### config.mk
export PLATFORM = sky130hd
export DESIGN_NAME = ps2_poly_voicer
export DESIGN_NICKNAME = d
export VERILOG_FILES = /design/src/rtl/ps2_poly_voicer.sv
export SDC_FILE = /design/constraint.sdc
export NUM_CORES = 1
export LEC_CHECK = 0
export ABC_CLOCK_PERIOD_IN_PS = 4550
export CORE_MARGIN = 2
export CORE_UTILIZATION = 35
export DETAILED_ROUTE_END_ITERATION = 8
export PLACE_DENSITY = 0.57
export SETUP_SLACK_MARGIN = 0.15
export SLEW_MARGIN = 20
export SYNTH_ARGS = -nofsm -noshare
export SYNTH_HDL_FRONTEND = slang
export SYNTH_SLANG_ARGS = --single-unit
### constraint.sdc
create_clock -name CLOCK_50 -period 4.55 [get_ports CLOCK_50]
set_input_delay 0.455 -clock CLOCK_50 [delete_from_list [all_inputs] [get_ports CLOCK_50]]
set_output_delay 0.455 -clock CLOCK_50 [all_outputs]
set_load 0.005 [all_outputs]
### src/rtl/ps2_poly_voicer.sv
// PS/2 scancode to polyphonic square-wave voicer: decodes make/break/extended
// byte sequences, maps held keys onto oscillators and mixes them into one sample.
module ps2_poly_voicer #(
  parameter int NUM_VOICES = 4,
  parameter int SAMPLE_W   = 24,
  parameter int AMP        = 32'h0010_0000,
  parameter int DIV_BASE   = 20000,
  parameter int DIV_STEP   = 64,
  parameter int STEAL      = 1
) (
  input  logic                  CLOCK_50,
  input  logic                  resetn,
  input  logic [7:0]            scan_code,
  input  logic                  scan_valid,
  input  logic                  audio_ready,
  output logic [SAMPLE_W-1:0]   sample_out,
  output logic                  sample_valid,
  output logic [NUM_VOICES-1:0] voice_active,
  output logic [7:0]            last_code,
  output logic                  overflow,
  output logic [1:0]            o_dbg_state
);

  // Handshakes: scan_valid and audio_ready are single-cycle strobes with no
  // back-pressure (every strobe is consumed on the edge it is sampled);
  // sample_valid is a one-cycle strobe marking a fresh sample_out.

  localparam int VW    = (NUM_VOICES > 1) ? $clog2(NUM_VOICES) : 1;
  localparam int SUM_W = SAMPLE_W + 4;
  localparam logic signed [SUM_W-1:0] AMP_S = SUM_W'(AMP);
  localparam logic signed [SUM_W-1:0] MAX_S = SUM_W'((64'sd1 <<< (SAMPLE_W - 1)) - 64'sd1);
  localparam logic signed [SUM_W-1:0] MIN_S = ~MAX_S;

  typedef enum logic [1:0] {
    S_IDLE   = 2'd0,
    S_BRK    = 2'd1,
    S_EXT    = 2'd2,
    S_EXTBRK = 2'd3
  } state_t;

  state_t r_state;
  state_t w_state_nxt;
  logic   w_make;
  logic   w_break;

  logic [NUM_VOICES-1:0] w_busy;
  logic [NUM_VOICES-1:0] w_phase;
  logic [NUM_VOICES-1:0] w_hit;
  logic [VW-1:0]         w_free_idx;
  logic                  w_any_free;
  logic [VW-1:0]         w_alloc_idx;
  logic                  w_new_key;
  logic                  w_alloc_en;
  logic                  w_steal;
  logic                  w_drop;
  logic [VW-1:0]         r_steal_ptr;

  logic signed [SUM_W-1:0] w_sum;
  logic signed [SUM_W-1:0] w_sat;
  logic [SAMPLE_W-1:0]     r_sample;
  logic                    r_sample_valid;
  logic [7:0]              r_last_code;
  logic                    r_overflow;

  always_ff @(posedge CLOCK_50 or negedge resetn) begin
    if (!resetn) r_state <= S_IDLE;
    else         r_state <= w_state_nxt;
  end

  always_comb begin
    w_state_nxt = r_state;
    w_make      = 1'b0;
    w_break     = 1'b0;
    if (scan_valid) begin
      case (r_state)
        S_IDLE: begin
          if (scan_code == 8'hF0)      w_state_nxt = S_BRK;
          else if (scan_code == 8'hE0) w_state_nxt = S_EXT;
          else if (scan_code != 8'h00 && scan_code != 8'hFA) w_make = 1'b1;
        end
        S_BRK: begin
          w_break     = 1'b1;
          w_state_nxt = S_IDLE;
        end
        S_EXT:    w_state_nxt = (scan_code == 8'hF0) ? S_EXTBRK : S_IDLE;
        S_EXTBRK: w_state_nxt = S_IDLE;
        default:  w_state_nxt = S_IDLE;
      endcase
    end
  end

  // Downward scan so the lowest-index free voice wins.
  always_comb begin
    w_free_idx = '0;
    w_any_free = 1'b0;
    for (int i = NUM_VOICES - 1; i >= 0; i--) begin
      if (!w_busy[i]) begin
        w_free_idx = i[VW-1:0];
        w_any_free = 1'b1;
      end
    end
  end

  assign w_new_key   = w_make && !(|w_hit);
  assign w_steal     = w_new_key && !w_any_free && (STEAL != 0);
  assign w_drop      = w_new_key && !w_any_free && (STEAL == 0);
  assign w_alloc_en  = w_new_key && (w_any_free || (STEAL != 0));
  assign w_alloc_idx = w_any_free ? w_free_idx : r_steal_ptr;

  always_ff @(posedge CLOCK_50 or negedge resetn) begin
    if (!resetn) begin
      r_steal_ptr <= '0;
      r_last_code <= 8'h00;
      r_overflow  <= 1'b0;
    end else begin
      if (w_steal) begin
        r_steal_ptr <= (r_steal_ptr == VW'(NUM_VOICES - 1)) ? '0 : r_steal_ptr + 1'b1;
      end
      if (w_alloc_en) r_last_code <= scan_code;
      if (w_drop)     r_overflow  <= 1'b1;
    end
  end

  for (genvar g = 0; g < NUM_VOICES; g++) begin : g_voice
    logic        r_busy;
    logic [7:0]  r_code;
    logic [31:0] r_cnt;
    logic        r_phase;
    logic [31:0] w_half;
    logic        w_alloc;

    assign w_half     = 32'(DIV_BASE) + 32'(r_code) * 32'(DIV_STEP);
    assign w_alloc    = w_alloc_en && (w_alloc_idx == VW'(g));
    assign w_busy[g]  = r_busy;
    assign w_phase[g] = r_phase;
    assign w_hit[g]   = r_busy && (r_code == scan_code);

    // A stolen voice restarts from phase 0 just like a fresh allocation.
    always_ff @(posedge CLOCK_50 or negedge resetn) begin
      if (!resetn) begin
        r_busy  <= 1'b0;
        r_code  <= 8'h00;
        r_cnt   <= 32'd0;
        r_phase <= 1'b0;
      end else if (w_alloc) begin
        r_busy  <= 1'b1;
        r_code  <= scan_code;
        r_cnt   <= 32'd0;
        r_phase <= 1'b0;
      end else if (w_break && w_hit[g]) begin
        r_busy  <= 1'b0;
        r_cnt   <= 32'd0;
        r_phase <= 1'b0;
      end else if (r_busy) begin
        if (r_cnt == w_half - 32'd1) begin
          r_cnt   <= 32'd0;
          r_phase <= ~r_phase;
        end else begin
          r_cnt <= r_cnt + 32'd1;
        end
      end
    end
  end

  // Mix reads the registered voice state, i.e. the state before any
  // scancode landing on the same edge.
  always_comb begin
    w_sum = '0;
    for (int i = 0; i < NUM_VOICES; i++) begin
      if (w_busy[i]) w_sum = w_phase[i] ? (w_sum + AMP_S) : (w_sum - AMP_S);
    end
    if (w_sum > MAX_S)      w_sat = MAX_S;
    else if (w_sum < MIN_S) w_sat = MIN_S;
    else                    w_sat = w_sum;
  end

  always_ff @(posedge CLOCK_50 or negedge resetn) begin
    if (!resetn) begin
      r_sample       <= '0;
      r_sample_valid <= 1'b0;
    end else begin
      r_sample_valid <= audio_ready;
      if (audio_ready) r_sample <= w_sat[SAMPLE_W-1:0];
    end
  end

  assign sample_out   = r_sample;
  assign sample_valid = r_sample_valid;
  assign voice_active = w_busy;
  assign last_code    = r_last_code;
  assign overflow     = r_overflow;
  assign o_dbg_state  = r_state;

endmodule

# --- Yosys cells after proc, flatten, opt, wreduce, memory -nomap -nowiden ---
# Cells that the tools add are included.
word_totals:
  out_inout_bits: 40
  reg_bits: 205
  word_cells: 175
classes:
  bitwise: 4
  n_addsub: 19
  reduce_logical: 39
  eq_ne: 19
  order_cmp: 2
  muxes: 71
op_table:
  columns: ["op", "count"]
  rows:
  - ["two-way mux 32 bit", 16]
  - ["two-way mux 28 bit", 8]
  - ["adder 32 x 1 -> 32 bit (second input constant)", 4]
  - ["equality test 32 bit", 4]
  - ["adder 28 x 22 -> 28 bit (second input constant)", 3]
  - ["subtractor 28 x 22 -> 28 bit (second input constant)", 3]
  - ["subtractor 16 x 1 -> 17 bit (second input constant)", 4]
  - ["adder 15 x 14 -> 16 bit (first input constant)", 4]
  - ["two-way mux 24 bit", 2]
  - ["two-way mux 1 bit", 35]
  - ["equality test 8 bit", 4]
  - ["> comparator 28 x 24 -> 1 bit (second input constant)", 1]
  - ["< comparator 28 x 24 -> 1 bit (second input constant)", 1]
  - ["nonzero test 3 bit", 8]
  - ["two-way mux 2 bit", 9]
  - ["equality test 8 bit (second input constant)", 2]
  - ["logical AND 1 bit", 15]
  - ["equality test 2 bit (second input constant)", 5]
  - ["AND reduction 2 bit", 5]
  - ["inequality test 8 bit (second input constant)", 1]
  - ["nonzero test 2 bit", 4]
  - ["nonzero test 8 bit", 1]
  - ["case mux 2 bit (3 select lines)", 1]
  - ["equality test 2 x 1 -> 1 bit (second input constant)", 2]
  - ["other kinds (7)", 12]

# --- Logic depth before layout (Yosys ltp) ---
depth:
  depth_word: 14
  depth_mapped: 19
  depth_no_buf: 19

# --- Worst setup path after synthesis ---
# Ideal clock, no wire load.
synth_path:
  kind: "register to register"
  start: "register g_voice[0].r_busy"
  end: "register r_sample[20] (netlist: sample_out[20])"
  stages_incl_launch_ff: 18
  required_ns: 4.449
  arrival_time_ns: 4.114
  synth_period_minus_slack_ns: 4.215
  n_path_buf: 0
  slack_ns: 0.335
  path_cell_list: "dfrtp_1 -> inv_1 -> nor2_1 -> fa_1 -> fa_1 -> a21o_1 -> ha_1 -> nor3b_1 -> a311oi_1 -> nor2_1 -> ha_1 -> a21oi_1 -> o21ai_0 -> or4_1 -> nand4_1 -> xnor2_1 -> and2_1 -> o32ai_1"
synth_via:
  elab_chain_cells: 13
synth_lines:
  columns: ["element", "line_no", "rtl"]
  rows:
  - ["from (decl)", "125", "logic r_busy;"]
  - ["from (signal assigned)", "141", "r_busy <= 1'b0;"]
  - ["from (signal assigned)", "146", "r_busy <= 1'b1;"]
  - ["from (signal assigned)", "151", "r_busy <= 1'b0;"]
  - ["two-way mux 28 bit (*)", "170", "if (w_busy[i]) w_sum = w_phase[i] ? (w_sum + AMP_S) : (w_sum - AMP_S);"]
  - ["subtractor 28 x 22 -> 28 bit or adder 28 x 22 -> 28 bit (tied branches)", "170", null]
  - ["two-way mux 28 bit", "170", null]
  - ["two-way mux 28 bit (*)", "170", null]
  - ["subtractor 28 x 22 -> 28 bit or adder 28 x 22 -> 28 bit (tied branches)", "170", null]
  - ["two-way mux 28 bit", "170", null]
  - ["two-way mux 28 bit (*)", "170", null]
  - ["subtractor 28 x 22 -> 28 bit or adder 28 x 22 -> 28 bit (tied branches)", "170", null]
  - ["two-way mux 28 bit", "170", null]
  - ["two-way mux 28 bit (*)", "170", null]
  - ["< comparator 28 x 24 -> 1 bit", "173", "else if (w_sum < MIN_S) w_sat = MIN_S;"]
  - ["two-way mux 24 bit", "173", null]
  - ["two-way mux 24 bit (*)", "172", "if (w_sum > MAX_S) w_sat = MAX_S;"]
  - ["to (signal assigned)", "183", "if (audio_ready) r_sample <= w_sat[SAMPLE_W-1:0];"]
  - ["to (decl)", "60", "logic [SAMPLE_W-1:0] r_sample;"]
# Every way passes the cells marked *; elsewhere a longest branch is shown, timed or not.
# A chain may end at the register's enable or synchronous reset.

# --- Worst setup path in the final report ---
layout_path:
  start: "register g_voice[0].r_busy"
  end: "register r_sample[21] (netlist: sample_out[21])"
# Same word-level chain as after synthesis.

==> summary.txt <==
STA
  • RSZ-0062 raised after global routing: true
  • Max-slew headroom: 0.348
  • Final hold violations: 0
  • Worst-margin pin slew: 0.978 ns
  • Final hold slack: 0.0586 ns
  • Period minus WS final: 4.29 ns
  • Post-route clock skew: 0.0114 ns
  • Highest Clock Rate: 233 MHz
  • Fin. max-slew vios: 0
  • Period utilization: 0.943
  • Setup TNS: 0 ns
  • Setup violators final: 0

Detailed routing
  • DRC: 0
  • DR WL/cell: 16.7 um
  • Routed WL: 31,000 um
  • Antenna-violating nets left: 0
  • Vias: 10,400
  • Vias/cell: 5.59
  • First drt pass iteration count: 5
  • Drt first-iter violations: 666

Synthesis
  • Ys Warns: 0
  • Synthesis-stage register bit count: 186
  • Cell taking the most area after synthesis: dfrtp_1
  • Syn nets: 1,409
  • Register area share after synthesis: 0.380
  • Mapped Cells: 1,374
  • Asr flop ratio synth: 1.00
  • Top_reg_cell synth: dfrtp_1
  • Distinct cells, synth: 76
  • Synth area leaders: dfrtp_1 38%, xnor2_1 4.6%, nand3_1 4.0%, or4_1 3.2%, nand2_1 3.2%
  • Post-synthesis cell area: 12,200 sq um
  • Cell with the most instances after synthesis: dfrtp_1
  • EDFF count, synth: 0
  • Yosys top cell area share: 0.380
  • Syn Area/Cell: 8.91 sq um
  • Top cells by count, synth: 186 x dfrtp_1, 104 x nand2_1, 97 x nand3_1, 71 x a21oi_1, 65 x xnor2_1

Worst setup path
  • Cells along the critical path: inv_2 > nor2_4 > fa_2 > fa_1 > a21o_1 > ha_4 > buf_4 > buf_4 > nand2_1 > a21oi_1 > o22a_1 > ha_4 > nand2_1 > o21ai_2 > mux2_4 > nand4_1 > xnor2_2 > and2_4 > o32ai_2
  • Critical Path Source Type: register
  • Worst r2r dst: sample_out[21]$_DFFE_PN0P_
  • CP Data Required Time: 4.89 ns
  • Crit Reg-Reg Startpoint: g_voice[0].r_busy$_DFFE_PN0P_
  • Worst path slowest cell: fa_1
  • Max incr delay on CP: 0.53 ns
  • R2r setup slk: 0.26 ns
  • Worst-path maximum fanout: 6
  • Crit path kind: reg -> reg
  • CP arrival: 4.63 ns
  • FF-to-FF path depth: 19
  • Setup crit end kind: register

Layout
  • Area growth syn-to-layout: 14.2%
  • Post-route cell area: 14,000 sq um
  • Final #Nets: 1,423
  • Diode count: 0
  • Share of post-route cells with drive strength above 1: 0.120

CTS
  • CTS max path bufs: 2
  • Clock Sinks: 186
  • Worst skew pair latency: 0.44 ns
  • Clock slew at reported path FFs: 0.07 ns
  • CTS buffer count: 17
  • Clock root buffer: clkbuf_16
  • Cts hold-fix bufs: 0
  • CTS tree: done
  • H-tree lvl count: 4

Floorplanning
  • Initial Util: 0.355
  • I/O pin total: 52
  • Core area: 34,500 sq um
  • DIE WIDTH: 191 um
  • Chip Height: 191 um
  • Die area: 36,500 sq um
  • FP Rows: 68

Pwr
  • Peak VDD IR: 296 uV
  • Pwr dens: 464 nW/um^2
  • Leakage: 5.49 nW

GRT
  • Largest net degree at the start of global routing: 109
  • Total grt overflow: 0
  • GRT Total Usage: 0.174
  • Initial antenna violation count: 0
  • First-pass GRT wire length: 51,700 um
  • Vias in the first global route: 9,915

Placement
  • Port Buffers: 50
  • Area of placed instances: 13,100 sq um
  • Final GP Congestion: 0.793
  • Post-detail-place hpwl: 21,300 um

Job
  • Max_cap viols: 0

Run status
  • Status: finished, final reports clean

Hold path
  • Hold/Removal Path Class: in -> async
cell type report:
| class | instances | area, sq um |
|---|---|---|
| Clock buffer | 18 | 429 |
| Clock inverter | 14 | 166 |
| Fill cell | 3382 | 20500 |
| Inverter | 57 | 214 |
| Multi-Input combinational cell | 1025 | 7050 |
| Sequential cell | 186 | 4660 |
| Tap cell | 455 | 569 |
| Timing Repair Buffer | 101 | 907 |
stage by stage:
stage,setup slack [ns],power (mW),cells,util
detailed placement,0.0611,4.77,1813,0.381
floorplan,0.335,4.14,1374,-
global placement,0.115,4.70,1813,0.381
finish,0.257,6.49,1856,0.406
global route,0.0820,6.94,1856,0.406
CTS,0.188,6.35,1847,0.399
critical path, delay by kind of cell (launching register included):
kind	cells	cell delay (ns)
adder cells (fa/ha/maj)	4	1.48
AO/OA/AOI/OAI	5	0.99
AND/OR/NAND/NOR	5	0.52
flip-flops	1	0.44
buffers and inverters	3	0.35
multiplexers	1	0.32
XOR/XNOR	1	0.11
flip-flops by register name, summed over array words and instances, names as in the netlist:
name and flops:
g_voice.r_cnt 128, g_voice.r_code 32, last_code 8, sample_out 5
g_voice.r_busy 4, g_voice.r_phase 4, o_dbg_state 2, r_steal_ptr 2
sample_valid 1
what timing repair did:
action | 4_1_cts | 5_1_grt
setup endpoints to repair | 5 | 5
buffers inserted | 2 | 9
resized for setup | 2 | 36
pin swaps | 1 | 24
power breakdown:
group / leakage (nW) / internal [mW] / switching, mW
Clock: 0.284 / 0.826 / 0.716
Combinational: 2.75 / 1.36 / 1.24
Sequential: 2.45 / 1.94 / 0.403
Total: 5.49 / 4.13 / 2.36
routing by layer:
metal  global-route usage  vias to the layer above  part of all wire
li1                     -                     5103                 -
met1                0.244                     5110              0.49
met2                0.284                      138              0.47
met3               0.0290                       15             0.029
met4               0.0349                        0            0.0074
met5                    0                        -                 0
worst max-delay path by stage:
stage                                  start                          to  slack [ns]  cells past startpoint
2_1_floorplan  g_voice[0].r_busy$_DFFE_PN0P_  sample_out[20]$_DFFE_PN0P_        0.33                     17
3_3_place_gp   g_voice[0].r_busy$_DFFE_PN0P_  sample_out[21]$_DFFE_PN0P_        0.12                     17
3_5_place_dp   g_voice[0].r_busy$_DFFE_PN0P_  sample_out[21]$_DFFE_PN0P_        0.06                     17
4_1_cts        g_voice[0].r_busy$_DFFE_PN0P_  sample_out[21]$_DFFE_PN0P_        0.19                     17
5_1_grt        g_voice[0].r_busy$_DFFE_PN0P_  sample_out[21]$_DFFE_PN0P_        0.08                     19
6_report       g_voice[0].r_busy$_DFFE_PN0P_  sample_out[21]$_DFFE_PN0P_        0.26                     19
cells in the final DEF, fill, tap and decap left out, types with 6 or more instances in the layout:
cell type / count
clkbuf_16: 17
and4_1: 10
nand2_1: 104
or4_1: 52
ha_1: 15
nor3_1: 45
o21ai_1: 23
nor2_1: 48
nand4_1: 39
xnor2_1: 64
buf_4: 48
a21oi_1: 67
a21o_1: 11
nor2b_1: 14
and3_1: 20
nand2b_1: 6
mux2i_1: 33
or2_2: 7
o31ai_1: 50
xor2_1: 18
a31oi_1: 6
nand3b_1: 30
dfrtp_1: 185
and2_1: 11
mux2_2: 33
o21ai_0: 33
clkdlybuf4s50_1: 49
nor4_1: 35
nand3_1: 95
or3_1: 27
inv_1: 54
a22o_1: 29
kinds of logic after synthesis:
group,count (synthesis),synth area share
adder cells (fa/ha/maj),23,0.0266
flip-flops,186,0.380
XOR/XNOR,85,0.0631
multiplexers,72,0.0626
other,1,0.000306
AND/OR/NAND/NOR,570,0.259
buffers and inverters,163,0.0589
AO/OA/AOI/OAI,274,0.149
Power figures use the tool's default switching activity.
